[config.mk]
export PLATFORM = sky130hd
export DESIGN_NAME = layout_xform_sequencer
export DESIGN_NICKNAME = d
export VERILOG_FILES = /design/src/rtl/layout_xform_sequencer.sv
export SDC_FILE = /design/constraint.sdc
export NUM_CORES = 1
export LEC_CHECK = 0
export ABC_CLOCK_PERIOD_IN_PS = 2700
export CAP_MARGIN = 40
export CORE_AREA = 10 10 95 139
export CTS_BUF_LIST = sky130_fd_sc_hd__clkbuf_16
export DETAILED_ROUTE_END_ITERATION = 6
export DIE_AREA = 0 0 105 149
export GPL_ROUTABILITY_DRIVEN = 0
export HOLD_SLACK_MARGIN = 0.1
export PLACE_DENSITY = 0.76
export SETUP_SLACK_MARGIN = 0.4
export SLEW_MARGIN = 20
export SYNTH_ARGS = -nofsm -noshare
export SYNTH_HDL_FRONTEND = slang
export SYNTH_HIERARCHICAL = 1
export SYNTH_SLANG_ARGS = --single-unit
[constraint.sdc]
create_clock -name clk -period 2.7 [get_ports clk]
set_clock_uncertainty 0.1 [all_clocks]
set_input_delay 0.675 -clock clk [delete_from_list [all_inputs] [get_ports clk]]
set_output_delay 0.675 -clock clk [all_outputs]
set_load 0.05 [all_outputs]
[src/rtl/layout_xform_sequencer.sv]
// layout_xform_sequencer: queued swap/rotate command sequencer over an N x N layout register

// layout_swap_v: mirror rows, row r goes to row H-1-r
module layout_swap_v #(
  parameter int W = 6,
  parameter int H = 6,
  parameter int S = 1
) (
  input  logic [W*H*S-1:0] src,
  output logic [W*H*S-1:0] dst
);
  for (genvar r = 0; r < H; r++) begin : g_r
    for (genvar c = 0; c < W; c++) begin : g_c
      assign dst[((H-1-r)*W+c)*S +: S] = src[(r*W+c)*S +: S];
    end
  end
endmodule

// layout_swap_h: mirror columns, column c goes to column W-1-c
module layout_swap_h #(
  parameter int W = 6,
  parameter int H = 6,
  parameter int S = 1
) (
  input  logic [W*H*S-1:0] src,
  output logic [W*H*S-1:0] dst
);
  for (genvar r = 0; r < H; r++) begin : g_r
    for (genvar c = 0; c < W; c++) begin : g_c
      assign dst[(r*W+W-1-c)*S +: S] = src[(r*W+c)*S +: S];
    end
  end
endmodule

// layout_rot_l: dst(W-1-c, r) = src(r, c); result has W rows of H cells
module layout_rot_l #(
  parameter int W = 6,
  parameter int H = 6,
  parameter int S = 1
) (
  input  logic [W*H*S-1:0] src,
  output logic [W*H*S-1:0] dst
);
  for (genvar r = 0; r < H; r++) begin : g_r
    for (genvar c = 0; c < W; c++) begin : g_c
      assign dst[((W-1-c)*H+r)*S +: S] = src[(r*W+c)*S +: S];
    end
  end
endmodule

// layout_rot_r: dst(c, H-1-r) = src(r, c); result has W rows of H cells
module layout_rot_r #(
  parameter int W = 6,
  parameter int H = 6,
  parameter int S = 1
) (
  input  logic [W*H*S-1:0] src,
  output logic [W*H*S-1:0] dst
);
  for (genvar r = 0; r < H; r++) begin : g_r
    for (genvar c = 0; c < W; c++) begin : g_c
      assign dst[(c*H+H-1-r)*S +: S] = src[(r*W+c)*S +: S];
    end
  end
endmodule

// layout_xform_sequencer: loads a layout, applies queued commands one step per clock, hands off result
module layout_xform_sequencer #(
  parameter int N = 6,
  parameter int S = 1,
  parameter int DEPTH = 4
) (
  input  logic             clk,
  input  logic             rst_n,
  input  logic             abort,
  input  logic             load_valid,
  output logic             load_ready,
  input  logic [N*N*S-1:0] load_data,
  input  logic             cmd_valid,
  output logic             cmd_ready,
  input  logic [4:0]       cmd_data,
  output logic             out_valid,
  input  logic             out_ready,
  output logic [N*N*S-1:0] out_data,
  output logic             busy
);
  localparam int L = N*N*S;
  localparam int AW = $clog2(DEPTH);
  typedef enum logic [1:0] {IDLE, RUN, DONE} state_t;
  state_t state_q, state_d;
  logic [4:0] fifo_mem [DEPTH];
  logic [AW:0] wr_ptr, rd_ptr;
  logic [4:0] head;
  logic [1:0] rep_q;
  logic [L-1:0] layout_q, sv, sh, rl, rr, xf;
  logic full, empty, push, apply, pop;
  layout_swap_v #(.W(N), .H(N), .S(S)) u_sv (.src(layout_q), .dst(sv));
  layout_swap_h #(.W(N), .H(N), .S(S)) u_sh (.src(layout_q), .dst(sh));
  layout_rot_l  #(.W(N), .H(N), .S(S)) u_rl (.src(layout_q), .dst(rl));
  layout_rot_r  #(.W(N), .H(N), .S(S)) u_rr (.src(layout_q), .dst(rr));
  assign xf = head[1:0] == 2'd0 ? sv : head[1:0] == 2'd1 ? sh : head[1:0] == 2'd2 ? rl : rr;
  assign empty = wr_ptr == rd_ptr;
  assign full = (wr_ptr[AW] != rd_ptr[AW]) && (wr_ptr[AW-1:0] == rd_ptr[AW-1:0]);
  assign head = fifo_mem[rd_ptr[AW-1:0]];
  assign cmd_ready = !full;
  assign push = cmd_valid && !full && !abort;
  assign apply = state_q == RUN && !empty && !abort;
  assign pop = apply && rep_q == head[3:2];
  assign out_data = layout_q;
  // command storage; contents need no reset since occupancy is tracked by the pointers
  always_ff @(posedge clk) begin
    if (push) fifo_mem[wr_ptr[AW-1:0]] <= cmd_data;
  end
  // fifo pointers; abort flushes the queue
  always_ff @(posedge clk or negedge rst_n) begin
    if (!rst_n) begin
      wr_ptr <= '0;
      rd_ptr <= '0;
    end else if (abort) begin
      wr_ptr <= '0;
      rd_ptr <= '0;
    end else begin
      if (push) wr_ptr <= wr_ptr + 1'b1;
      if (pop) rd_ptr <= rd_ptr + 1'b1;
    end
  end
  // layout register and repeat counter; abort keeps the layout but clears the count
  always_ff @(posedge clk or negedge rst_n) begin
    if (!rst_n) begin
      layout_q <= '0;
      rep_q <= '0;
    end else if (abort) begin
      rep_q <= '0;
    end else if (state_q == IDLE && load_valid) begin
      layout_q <= load_data;
      rep_q <= '0;
    end else if (apply) begin
      layout_q <= xf;
      rep_q <= pop ? 2'd0 : rep_q + 2'd1;
    end
  end
  // state register
  always_ff @(posedge clk or negedge rst_n) begin
    if (!rst_n) state_q <= IDLE;
    else state_q <= state_d;
  end
  // next state and handshake outputs; abort overrides every transition
  always_comb begin
    state_d = state_q;
    load_ready = state_q == IDLE;
    busy = state_q == RUN;
    out_valid = state_q == DONE;
    if (abort) state_d = IDLE;
    else if (state_q == IDLE && load_valid) state_d = RUN;
    else if (pop && head[4]) state_d = DONE;
    else if (state_q == DONE && out_ready) state_d = IDLE;
  end
endmodule
; ---- Word level (Yosys, flattened, before mapping)
; Memory sizes are Yosys's and may differ from the RTL's.
; Cells that the tools add are included.
; W data, S select, Z words.
[classes]
n_addsub = 3
n_mul = 0
div = 0
magnitude_cmp = 0
n_eq_ne = 8
n_shift = 0
mux = 19
bitwise_logic = 1
n_reduce_logical = 20
[op_table]
columns = cell, n
row1 = $mux W36, 5
row2 = $mux W2, 8
row3 = $mux W3, 4
row4 = $logic_and A1 B1 Y1, 9
row5 = $add A3 B1 Y3 const B, 2
row6 = $reduce_bool A2 Y1, 3
row7 = $eq A2 B1 Y1 const B, 2
row8 = $eq A2 B2 Y1, 2
row9 = $eq A2 B2 Y1 const B, 2
row10 = $logic_not A2 Y1, 2
row11 = $reduce_bool A4 Y1, 1
row12 = $eq A3 B3 Y1, 1
row13 = $logic_not A1 Y1, 3
row14 = $reduce_bool A3 Y1, 1
row15 = $add A2 B1 Y2 const B, 1
row16 = $mux W1, 2
row17 = $reduce_and A2 Y1, 1
row18 = $ne A1 B1 Y1, 1
row19 = $not A1 Y1, 1
[word_totals]
ff_bits = 46
latch_bits = 0
ramBits = 20
rom_bits = 0
mem_count = 1
[memory_table]
columns = memory, words, word_bits, rd, rd_ports_with_merged_regs, wr, line_no
row1 = fifo_mem, 4, 5, 1, 0, 1, 91  ; logic [4:0] fifo_mem [DEPTH];

; ---- Longest topological paths before layout
[depth]
word_depth = 9
mapped_depth = 8
mapped_depth_nobuf = 4

; ---- Cells and area by module
; Netlist, hierarchy kept.
[modules_own_cells]
columns = mod, n_inst, cells_per_inst, area_each_um2, seq_area_each_um2
row1 = layout_xform_sequencer, 1, 394, 4204.0, 1751.7
row2 = layout_rot_l, 1, 36, 270.3, 0.0
row3 = layout_rot_r, 1, 36, 270.3, 0.0
row4 = layout_swap_h, 1, 36, 270.3, 0.0
row5 = layout_swap_v, 1, 36, 270.3, 0.0

; ---- Worst setup path before layout
; No wires, ideal clock.
[synth_path]
kind = register to register
start = register state_q[0]
end = register layout_q[10] (netlist: out_data[10])
setup_time_ns = 0.132
arrival_ns = 2.157
required_time_ns = 2.468
setup_slack_ns = 0.311
path_stages_with_launch = 7
period_less_slack_ns = 2.389
path_cell_list = dfrtp_1 > nor2b_1 > o311ai_1 > buf_2 > buf_2 > a221oi_2 > a211oi_1
[synth_via]
elab_chain_len = 5
word_cells_on_any_way = 8
cone_classes = eq/ne: 1 / mux: 1 / reduce/logical: 6
[synth_lines]
columns = element, line_no
row1 = from (decl), 90  ; state_t state_q, state_d;
row2 = from (signal assigned), 145  ; else state_q <= state_d;
row3 = $eq A2 B1 Y1, --
row4 = net busy, 85  ; output logic busy
row5 = $logic_and A1 B1 Y1 (2 in a row), 107  ; assign apply = state_q == RUN && !empty && !abort;
row6 = $reduce_bool A2 Y1 (no source line), --
row7 = $reduce_and A2 Y1 (no source line), --
row8 = to (signal assigned), 135  ; layout_q <= load_data;
row9 = to (decl), 95  ; logic [L-1:0] layout_q, sv, sh, rl, rr, xf;
; The timed path passes the listed nets, and every way through them passes these cells.
; A chain may end at the register's enable or synchronous reset.

; ---- Worst setup path after layout
[layout_path]
start = register rd_ptr[0]
end = register layout_q[7] (netlist: out_data[7])
[layout_via]
elab_chain_len = 7
word_cells_on_any_way = 15
cone_classes = eq/ne: 3 / mux: 5 / reduce/logical: 6 / memory: 1
[layout_lines]
columns = element, line_no
row1 = from (decl), 92  ; logic [AW:0] wr_ptr, rd_ptr;
row2 = from (signal assigned), 124  ; if (pop) rd_ptr <= rd_ptr + 1'b1;
row3 = $mem_v2 Z4 W5, --
row4 = $eq A2 B2 Y1, 101  ; assign xf = head[1:0] == 2'd0 ? sv : head[1:0] == 2'd1 ? sh : head[1:0] == 2'd2 ? rl : rr;
row5 = $mux W36 (3 in a row), 101
row6 = $mux W36, 137  ; end else if (apply) begin
row7 = $mux W36, 134  ; end else if (state_q == IDLE && load_valid) begin
; Parallel ways exist; a longest one is shown, timed or not. The select of a mux whose other input is x is not followed.

==> metrics.cfg <==
[run_status]
outcome = completed

[finish]
area_growth_pct = 3.741
drive_gt1_frac = 0.2396
final_nets = 527
utilization = 0.5067
diodes = 0
final_cell_mix = 48 x nor2_1, 45 x clkdlybuf4s50_1, 45 x dfrtp_1, 38 x nand2_1
fillers = 982
layout_commonest_cell = nor2_1
final_cell_count_no_fill = 627

[worst_hold_path]
hold_path.class = input port to asynchronous set/reset pin

[clocking]
cts_max_level = 3
worstSkewPairLatency_ns = 0.34
root_buffer = clkbuf_16
ctsHoldBuffers = 0
clkSlewWorstSetupHoldPaths_ns = 0.06
cts.sinks = 66
cts_buffers = 9
clockBufferDepth = 2
cts_tree = yes

[global_routing]
grt_pass1_wl_um = 19810
antenna_found_initial = 0
grt_max_degree = 47
grt_pass1_vias = 3666
grt-ovfl-total = 0
grt_usage = 0.1541

[floorplanning]
core_area_um2 = 10820
die_w_um = 105
start_util = 0.4884
io_pins = 87
die-area_um2 = 15650
placementRows = 47
fp.dieH_um = 149

[logic_synthesis]
ys.flop_type = dfrtp_1
synthTopCellsByArea = dfrtp_1 22%, buf_4 20%, edfxtp_1 11%
synth_cell_types = 40
synth_edf_count = 20
synth_top_area_share = 0.2178
ys_seq_area_frac = 0.3314
synth_top_cell_by_area = dfrtp_1
synthArstFlopShare = 0.6970
syn_inst = 538
synth.cell_area_um2 = 5285
syn-num-nets = 590
syn_avg_cell_area_um2 = 9.824
ys_ff_latch = 66
yosysWarnings = 6

[detailed_routing]
via_count = 3590
route.detailed.drc = 0
dr.first_iter.drc_count = 209
firstDrtPassIters = 4
wire_per_inst_um = 19.33
wirelength_um = 12120
vias_per_cell = 5.726
ant_nets = 0

[timing]
setup_viol = 0
finalSetupTns_ns = 0
fin_crit_ns = 2.214
rsz0062_at_grt = false
max_freq_mhz = 451.6
relSlewSlack = 0.5790
maxSlewViolCount = 0
holdWs_ns = 0.3394
fin_crit_sh = 0.8201
hold_viol = 0
worstMarginPinSlew_ns = 0.6315

[pwr]
vdd.ir_drop.worst_mv = 0.3449
leakagePower_nw = 2.169
power_density_nw_per_um2 = 720.6

[worst_setup_path]
cp_max_fo = 19
cp_data_required_time_ns = 2.83
arrival_ns = 2.35
crit_type = flip-flop to flip-flop
r2r_slack_ns = 0.49
end_kind = flip-flop
crit_path_start_kind = flip-flop

[placement]
dp_cells = 611
hpwl_um = 8354
port_buffers = 86

[flow_run]
max_cap_violations = 0

==> per-stage QoR <==
| step | instance area (µm²) | setup WS (ns) | power (mW) |
|---|---|---|---|
| after floorplan | 5288 | 0.5945 | 3.203 |
| after global placement | 5256 | 0.2688 | 2.997 |
| after detailed placement | 5256 | 0.1764 | 3.035 |
| after CTS | 5464 | 0.4329 | 3.964 |
| after global routing | 5483 | 0.3831 | 4.129 |
| final | 5483 | 0.4859 | 3.951 |
==> layer usage <==
layer  part of all wire  up-vias  routed length (µm)  track usage
li1                   -     1658                   -            -
met1               0.41     1806                4939       0.1821
met2               0.53      112                6470       0.2679
met3              0.042       14                 506      0.02768
met4              0.017        0                 206      0.06543
met5                  0        -                   0            0
==> what timing repair did <==
action	in CTS	in global routing
setup buffers	0	0
endpoints found under the setup margin	42	21
hold endpoints to repair	0	0
resized for setup	39	6
==> final timing paths <==
path / startpoint / end / cells past startpoint
min in group clk: rd_ptr[2] / rd_ptr[2] / 1
worst max register to register: rd_ptr[0] / out_data[7] / 5
worst min-delay path: rst_n / out_data[32] / 2
worst max-delay path: rd_ptr[0] / out_data[7] / 5
max in group asynchronous: rst_n / rd_ptr[0] / 2
worst min register to register: rd_ptr[2] / rd_ptr[2] / 1
==> where the power goes <==
part | internal [mW] | switching, mW | leakage, nW | total [mW]
Sequential | 1.19 | 0.319 | 0.712 | 1.51
Clock | 0.602 | 0.433 | 0.137 | 1.03
Combinational | 0.507 | 0.905 | 1.32 | 1.41
==> worst max-delay path: stages, from the launching register on <==
cell and delay (ns):
dfrtp_2 0.50, xor2_1 0.26, o311ai_4 0.50, buf_4 0.41
a221oi_2 0.06, a211oi_1 0.28
==> synth_stat cells, drive strengths merged, types with 2 or more instances <==
cell type	instances
a21o	2
a211oi	37
clkbuf	15
a221oi	36
o311ai	2
mux2i	2
o31ai	2
a21oi	2
xnor2	6
nand2	38
buf	163
xor2	6
nor2b	5
edfxtp	20
nor3	36
ha	5
and2	5
nand2b	3
mux2	36
dfrtp	46
nor2	48
nand4	3
inv	4
mux4	6
==> sequential cells by signal, summed over array words and instances, names as in the netlist <==
register  cells
out_data     36
rep_q         2
fifo_mem     20
wr_ptr        3
rd_ptr        3
state_q       2
==> kinds of logic after synthesis <==
family                     Yosys count  share of synthesized area
adders and majority gates            5                    0.01184
AOI/OAI and AO/OA                   87                     0.1671
muxes                               44                     0.1061
DFF                                 66                     0.3314
and+or+nand+nor                    142                     0.1207
buffers and inverters              182                     0.2429
xor gates and xnor gates            12                    0.01989
==> area by class of cell <==
type                    instances  area, µm²  area share
clock buffers                   9      225.2     0.04108
inverters                       4      15.01    0.002738
multi-input cells             290       2292      0.4181
flip-flops and latches         66       1753      0.3197
well taps                     147      183.9     0.03355
repair buffers                104      984.7      0.1796
clock inverters                 7      28.78    0.005249
Power figures use the tool's default switching activity.
